<file path="src/rtl/scs8hd_rrarb_pkg.sv">
// scs8hd_rrarb_pkg: shared state encoding, requester count and rotating priority select.
package scs8hd_rrarb_pkg;

    localparam int NREQ = 4;

    typedef enum logic [1:0] {
        IDLE    = 2'd0,
        GRANT   = 2'd1,
        RELEASE = 2'd2
    } state_t;

    // Returns {any, sel}: first set bit of req at or above ptr, wrapping 3->0.
    // req is rotated so ptr lands at bit 0, then a fixed AND-OR priority
    // encoder finds the offset, which is added back onto ptr.
    function automatic logic [2:0] rr_pick(input logic [3:0] req, input logic [1:0] ptr);
        logic [7:0] d;
        logic [3:0] r;
        logic [1:0] o;
        d    = {req, req};
        r    = d[ptr +: 4];
        o[0] = (~r[0] & r[1]) | (~r[0] & ~r[1] & ~r[2] & r[3]);
        o[1] = ~r[0] & ~r[1] & (r[2] | r[3]);
        return {|req, o + ptr};
    endfunction

endpackage

</file>
<file path="src/rtl/scs8hd_rrarb4_if.sv">
// scs8hd_rrarb4_if: requester-side bundle of the arbiter.
//   REQ/DONE (and LOCK when SCS8HD_RRARB_LOCK_EN is defined) flow to the arbiter;
//   GNT/BUSY/OWNER/TIMEOUT flow back. slave = arbiter side, master = requester side.
interface scs8hd_rrarb4_if;
    import scs8hd_rrarb_pkg::*;

    logic [NREQ-1:0] REQ;
    logic            DONE;
    logic [NREQ-1:0] GNT;
    logic            BUSY;
    logic [1:0]      OWNER;
    logic            TIMEOUT;
`ifdef SCS8HD_RRARB_LOCK_EN
    logic            LOCK;
`endif

    modport slave (
`ifdef SCS8HD_RRARB_LOCK_EN
        input  LOCK,
`endif
        input  REQ, DONE,
        output GNT, BUSY, OWNER, TIMEOUT
    );

    modport master (
`ifdef SCS8HD_RRARB_LOCK_EN
        output LOCK,
`endif
        output REQ, DONE,
        input  GNT, BUSY, OWNER, TIMEOUT
    );

endinterface

</file>
<file path="src/rtl/scs8hd_rrarb_pick4.sv">
// scs8hd_rrarb_pick4: combinational rotating priority encoder.
//   req_i[3:0] requests, ptr_i[1:0] highest-priority index;
//   sel_o[1:0] chosen index, any_o high when any request is set.
module scs8hd_rrarb_pick4
    import scs8hd_rrarb_pkg::*;
(
    input  logic [3:0] req_i,
    input  logic [1:0] ptr_i,
    output logic [1:0] sel_o,
    output logic       any_o
);

    assign {any_o, sel_o} = rr_pick(req_i, ptr_i);

endmodule

</file>
<file path="src/rtl/scs8hd_rrarb4.sv">
// scs8hd_rrarb4: 4-way round-robin arbiter with bounded hold and one-cycle release gap.
//   CLK, RESET (async, active-high); bus.slave carries REQ, DONE, GNT, BUSY, OWNER, TIMEOUT.
//   Optional SCS8HD_RRARB_LOCK_EN adds bus.LOCK, which suppresses the MAX_HOLD timeout.
module scs8hd_rrarb4
    import scs8hd_rrarb_pkg::*;
#(
    parameter int NREQ     = 4,
    parameter int MAX_HOLD = 8,
    parameter int CW       = 8
) (
    input logic            CLK,
    input logic            RESET,
    scs8hd_rrarb4_if.slave bus
);

    localparam logic [CW-1:0] MAXC = CW'(MAX_HOLD);

    state_t          state_q;
    logic [NREQ-1:0] gnt_q;
    logic [1:0]      owner_q;
    logic [1:0]      ptr_q;
    logic [CW-1:0]   cnt_q;
    logic            timeout_q;
    logic [1:0]      sel;
    logic            any;
    logic            hit;
    logic            rel;

    scs8hd_rrarb_pick4 u_pick (
        .req_i (bus.REQ),
        .ptr_i (ptr_q),
        .sel_o (sel),
        .any_o (any)
    );

`ifdef SCS8HD_RRARB_LOCK_EN
    assign hit = (cnt_q == MAXC) && !bus.LOCK;
`else
    assign hit = (cnt_q == MAXC);
`endif
    assign rel = !bus.REQ[owner_q] || bus.DONE || hit;

    always_ff @(posedge CLK or posedge RESET) begin
        if (RESET) begin
            state_q   <= IDLE;
            gnt_q     <= '0;
            owner_q   <= '0;
            ptr_q     <= '0;
            cnt_q     <= '0;
            timeout_q <= 1'b0;
        end else begin
            case (state_q)
                IDLE: begin
                    timeout_q <= 1'b0;
                    if (any) begin
                        state_q <= GRANT;
                        gnt_q   <= NREQ'(1) << sel;
                        owner_q <= sel;
                        cnt_q   <= CW'(1);
                    end
                end
                GRANT: begin
                    if (rel) begin
                        state_q   <= RELEASE;
                        gnt_q     <= '0;
                        ptr_q     <= owner_q + 2'd1;
                        // Only a pure hold-limit release pulses; REQ drop or DONE wins.
                        timeout_q <= hit && bus.REQ[owner_q] && !bus.DONE;
                    end else begin
                        cnt_q <= (cnt_q == MAXC) ? cnt_q : cnt_q + CW'(1);
                    end
                end
                default: begin
                    state_q   <= IDLE;
                    timeout_q <= 1'b0;
                end
            endcase
        end
    end

    assign bus.GNT     = gnt_q;
    assign bus.BUSY    = (state_q == GRANT);
    assign bus.OWNER   = owner_q;
    assign bus.TIMEOUT = timeout_q;

endmodule
</file>
<file path="src/flat_wrapper.sv">
// flat-port wrapper written by rule: the top's interface ports become plain ports
module scs8hd_rrarb4_flat import scs8hd_rrarb_pkg::*;
#(
    parameter int NREQ     = 4,
    parameter int MAX_HOLD = 8,
    parameter int CW       = 8
)
  (CLK, RESET, bus_REQ, bus_DONE, bus_GNT, bus_BUSY, bus_OWNER, bus_TIMEOUT);
  scs8hd_rrarb4_if bus_i ();
  input logic CLK;
  input logic RESET;
  input wire logic [$bits(bus_i.REQ)-1:0] bus_REQ;
  input wire logic [$bits(bus_i.DONE)-1:0] bus_DONE;
  output wire logic [$bits(bus_i.GNT)-1:0] bus_GNT;
  output wire logic [$bits(bus_i.BUSY)-1:0] bus_BUSY;
  output wire logic [$bits(bus_i.OWNER)-1:0] bus_OWNER;
  output wire logic [$bits(bus_i.TIMEOUT)-1:0] bus_TIMEOUT;
  assign bus_i.REQ = bus_REQ;
  assign bus_i.DONE = bus_DONE;
  assign bus_GNT = bus_i.GNT;
  assign bus_BUSY = bus_i.BUSY;
  assign bus_OWNER = bus_i.OWNER;
  assign bus_TIMEOUT = bus_i.TIMEOUT;
  scs8hd_rrarb4 #(.NREQ(NREQ), .MAX_HOLD(MAX_HOLD), .CW(CW)) u_core (.CLK(CLK), .RESET(RESET), .bus(bus_i));
endmodule
</file>
<file path="config.mk">
export PLATFORM = sky130hd
export DESIGN_NAME = scs8hd_rrarb4_flat
export DESIGN_NICKNAME = d
export VERILOG_FILES = /design/src/rtl/scs8hd_rrarb_pkg.sv /design/src/rtl/scs8hd_rrarb4_if.sv /design/src/rtl/scs8hd_rrarb_pick4.sv /design/src/rtl/scs8hd_rrarb4.sv /design/src/flat_wrapper.sv
export SDC_FILE = /design/constraint.sdc
export NUM_CORES = 1
export LEC_CHECK = 0
export ABC_AREA = 1
export ABC_CLOCK_PERIOD_IN_PS = 2000
export BUFFER_PORTS_ARGS = -buffer_cell sky130_fd_sc_hd__buf_4
export CORE_MARGIN = 3
export CORE_UTILIZATION = 50
export DETAILED_ROUTE_END_ITERATION = 10
export PLACE_DENSITY = 0.7
export RECOVER_POWER = 50
export SYNTH_ARGS = -nofsm -noshare
export SYNTH_HDL_FRONTEND = slang
export SYNTH_HIERARCHICAL = 1
export SYNTH_SLANG_ARGS = --single-unit
</file>
<file path="constraint.sdc">
create_clock -name CLK -period 2 [get_ports CLK]
set_input_delay 0.1 -clock CLK [delete_from_list [all_inputs] [get_ports CLK]]
set_output_delay 0.1 -clock CLK [all_outputs]
set_load 0.02 [all_outputs]
</file>
==> metrics.yaml <==
clock_tree:
  cts_tree: "built"
  htree_levels: 1
  path_clk_slew_ps: 120
  cts.path.max_buffers: 2
  cts_made_buffers: 3
  cts.sinks: 19
  clockRootBuffer: "clkbuf_4"
  clk_latency_ps: 310
placement:
  io_buffers: 14
  dp_slack_ps: -84.5
  gp_congestion: 0.788
  dp.final_hpwl_mm: 2.18
die:
  die_w_um: 56.7
  core_area_mm2: 0.00232
  row_count: 17
  die_h_um: 56.7
  fp.dieArea_mm2: 0.00321
  initial_utilization: 0.554
  ios: 15
timing:
  final-setup-viol-count: 5
  final.setup.worst_slack_ps: -127
  drv_slew: 0
  final-hold-violation-count: 0
  timing.final.crit_share: 1.06
  max_freq_mhz: 470
  hold_ws_ps: 79.6
  layout_min_cycle_time_ps: 2130
  finClkSkew_ps: 1.02
  tightest_slew_ps: 752
  rsz0062_at_grt: "yes"
  relSlewSlack: 0.498
power_and_ir_drop:
  p_leak_nw: 0.833
  power_density_mw_per_mm2: 1580
  combinationalPowerShare: 0.655
  p_int_mw: 1.19
  p_sw_frac: 0.518
  ir_drop_mv: 1.13
  p_switching_mw: 1.28
  p_seq_frac: 0.260
  p_clk_frac: 0.085
synthesis:
  ys_ff_latch: 19
  synth_common_cells: "nand2_1 (54), nand3_1 (35), inv_1 (21)"
  synth_top_cell_area_share: 0.370
  syn_area_per_cell_um2: 7.06
  yosys-top-cells-area: "dfrtp_1 (37%), nand2_1 (16%), nand3_1 (14%)"
  yosysSeqAreaShare: 0.370
  async_flop_share: 1.00
  synthesis.nets: 192
  synthMostInstantiatedCell: "nand2_1"
  synth-edff-count: 0
  yosysWarnings: 6
  synth_top_flop_cell: "dfrtp_1"
  netlist_instances: 182
  ys_types: 26
  yosys.area.top_type: "dfrtp_1"
  synthesis.area_mm2: 0.00128
finish:
  areaGrowthSynthToFinish_pct: 21.7
  utilization: 0.675
  layout-drive-gt1-share: 0.307
  fillers: 196
  diodes: 0
  fin_nets: 216
critical_path:
  crit_fanout: 7
  r2r_slack_ps: -130
  r2r_end: "u_core/bus.GNT[0]"
  r2r-start: "u_core/ptr_q[0]"
  r2r_cells: 13
  cp.arrival_ps: 2380
  critPathCaptureType: "flop"
  cp-start-kind: "flop"
  cp.required_ps: 2250
  worstSetupPathType: "reg2reg"
drt:
  finalWirelength_mm: 3.35
  vias_per_cell: 5.56
  via_count: 1295
  drtAntennaViolNets: 0
  drtPass1Iterations: 5
  drc_errors: 0
  drt_iter0_markers: 66
  wl_per_cell_um: 14.4
job:
  maxCapViolations: 0
global_route:
  grt_max_degree: 20
  antenna_found_initial: 0
  track_usage: 0.205
  grt_overflow: 0
  grt_pass1_vias: 1151
  grt_pass1_wl_mm: 5.29
min_path:
  worstHoldStart: "bus_DONE"
  whs_endpoint: "u_core/bus.TIMEOUT"
  worstHoldPathType: "in2reg"
  min_path_cells: 4
run_status:
  outcome: "finished, violations left"
  violations: "setup timing"
area by class of cell:
cell class              count  area (um^2)  area share
clock buffers               3         22.5      0.0144
multi-input cells         132          761       0.486
repair buffers             23          156       0.100
flip-flops and latches     19          478       0.306
clock inverters             1         7.51     0.00480
well taps                  28         35.0      0.0224
inverters                  27          104      0.0664
how the worst max path moves through the flow:
| stage | endpoint | from | slack [ps] |
|---|---|---|---|
| 3_5_place_dp | u_core/bus.GNT[1] | u_core/ptr_q[0] | -80 |
| 5_1_grt | u_core/bus.GNT[1] | u_core/ptr_q[0] | -240 |
| 4_1_cts | u_core/bus.GNT[1] | u_core/ptr_q[0] | -5 |
| 2_1_floorplan | u_core/bus.GNT[1] | u_core/ptr_q[0] | 180 |
| 6_report | u_core/bus.GNT[0] | u_core/ptr_q[0] | -130 |
| 3_3_place_gp | u_core/bus.GNT[1] | u_core/ptr_q[0] | 9 |
what timing repair did:
| item | 4_1_cts | 5_1_grt |
|---|---|---|
| setup buffers | 4 | 2 |
| endpoints found under the setup margin | 4 | 5 |
| gates resized for setup | 11 | 17 |
| gates cloned | 0 | 0 |
| pin swaps | 8 | 11 |
| hold endpoints to repair | 19 | 0 |
| hold buffers | 1 | 0 |
state kept, by name, indices dropped and copies added (netlist names):
name	flops
u_core/cnt_q	8
u_core/bus.GNT	4
u_core/bus.OWNER	2
u_core/ptr_q	2
u_core/state_q	2
u_core/bus.TIMEOUT	1
layout by cell type (no fill, tap or decap), drive strengths merged:
cell	count
a21boi	1
a21oi	3
buf	16
clkbuf	9
clkinvlp	1
dfrtp	19
dlygate4sd3	1
ha	3
inv	27
nand2	59
nand3	38
nand4	1
nor2	14
nor3	2
nor3b	2
o21ai	6
or4	1
xnor2	1
xor2	1
worst max-delay path: stages, from the launching register on:
cell and delay (ps):
dfrtp_2 500, inv_4 120, nand2_2 80, nand3_2 100, nand3_2 90, a21boi_2 170, ha_2 210, xor2_2 170
inv_1 70, nand3_2 70, nand2_2 80, nor3_2 190, nand3_1 120, nand2_1 100
logic make-up (layout without fill, tap and decap cells):
kind of cell               count (synthesis)  count (layout)  share of synthesized area
xor gates and xnor gates                   2               2                     0.0136
and+or+nand+nor                          117             117                      0.433
DFF                                       19              19                      0.370
buffers and inverters                     31              54                      0.113
AOI/OAI and AO/OA                         10              10                     0.0409
adders and majority gates                  3               3                     0.0292
power by group through the flow:
| stage | Sequential (mW) | Clock [mW] | Combinational (mW) |
|---|---|---|---|
| floorplan | 0.663 | 0 | 0.960 |
| global placement | 0.626 | 0 | 1.26 |
| detailed placement | 0.635 | 0 | 1.30 |
| CTS | 0.628 | 0.217 | 1.44 |
| global route | 0.663 | 0.236 | 1.77 |
| finish | 0.644 | 0.210 | 1.62 |
through the flow:
stage               cell area [um^2]  setup TNS, ps  total power, mW  cells
finish                          1560           -344             2.47    233
global route                    1560           -994             2.67    233
CTS                             1500          -4.97             2.28    231
detailed placement              1400           -108             1.93    222
global placement                1400              0             1.89    222
floorplan                       1280              0             1.62    182
per-layer routing:
layer,vias to the layer above,part of all wire,global-route usage
met2,52,0.48,0.355
li1,632,-,-
met3,11,0.057,0.0483
met4,0,0.031,0.0305
met1,600,0.43,0.263
met5,-,0,0
(Power assumes the default switching activity.)
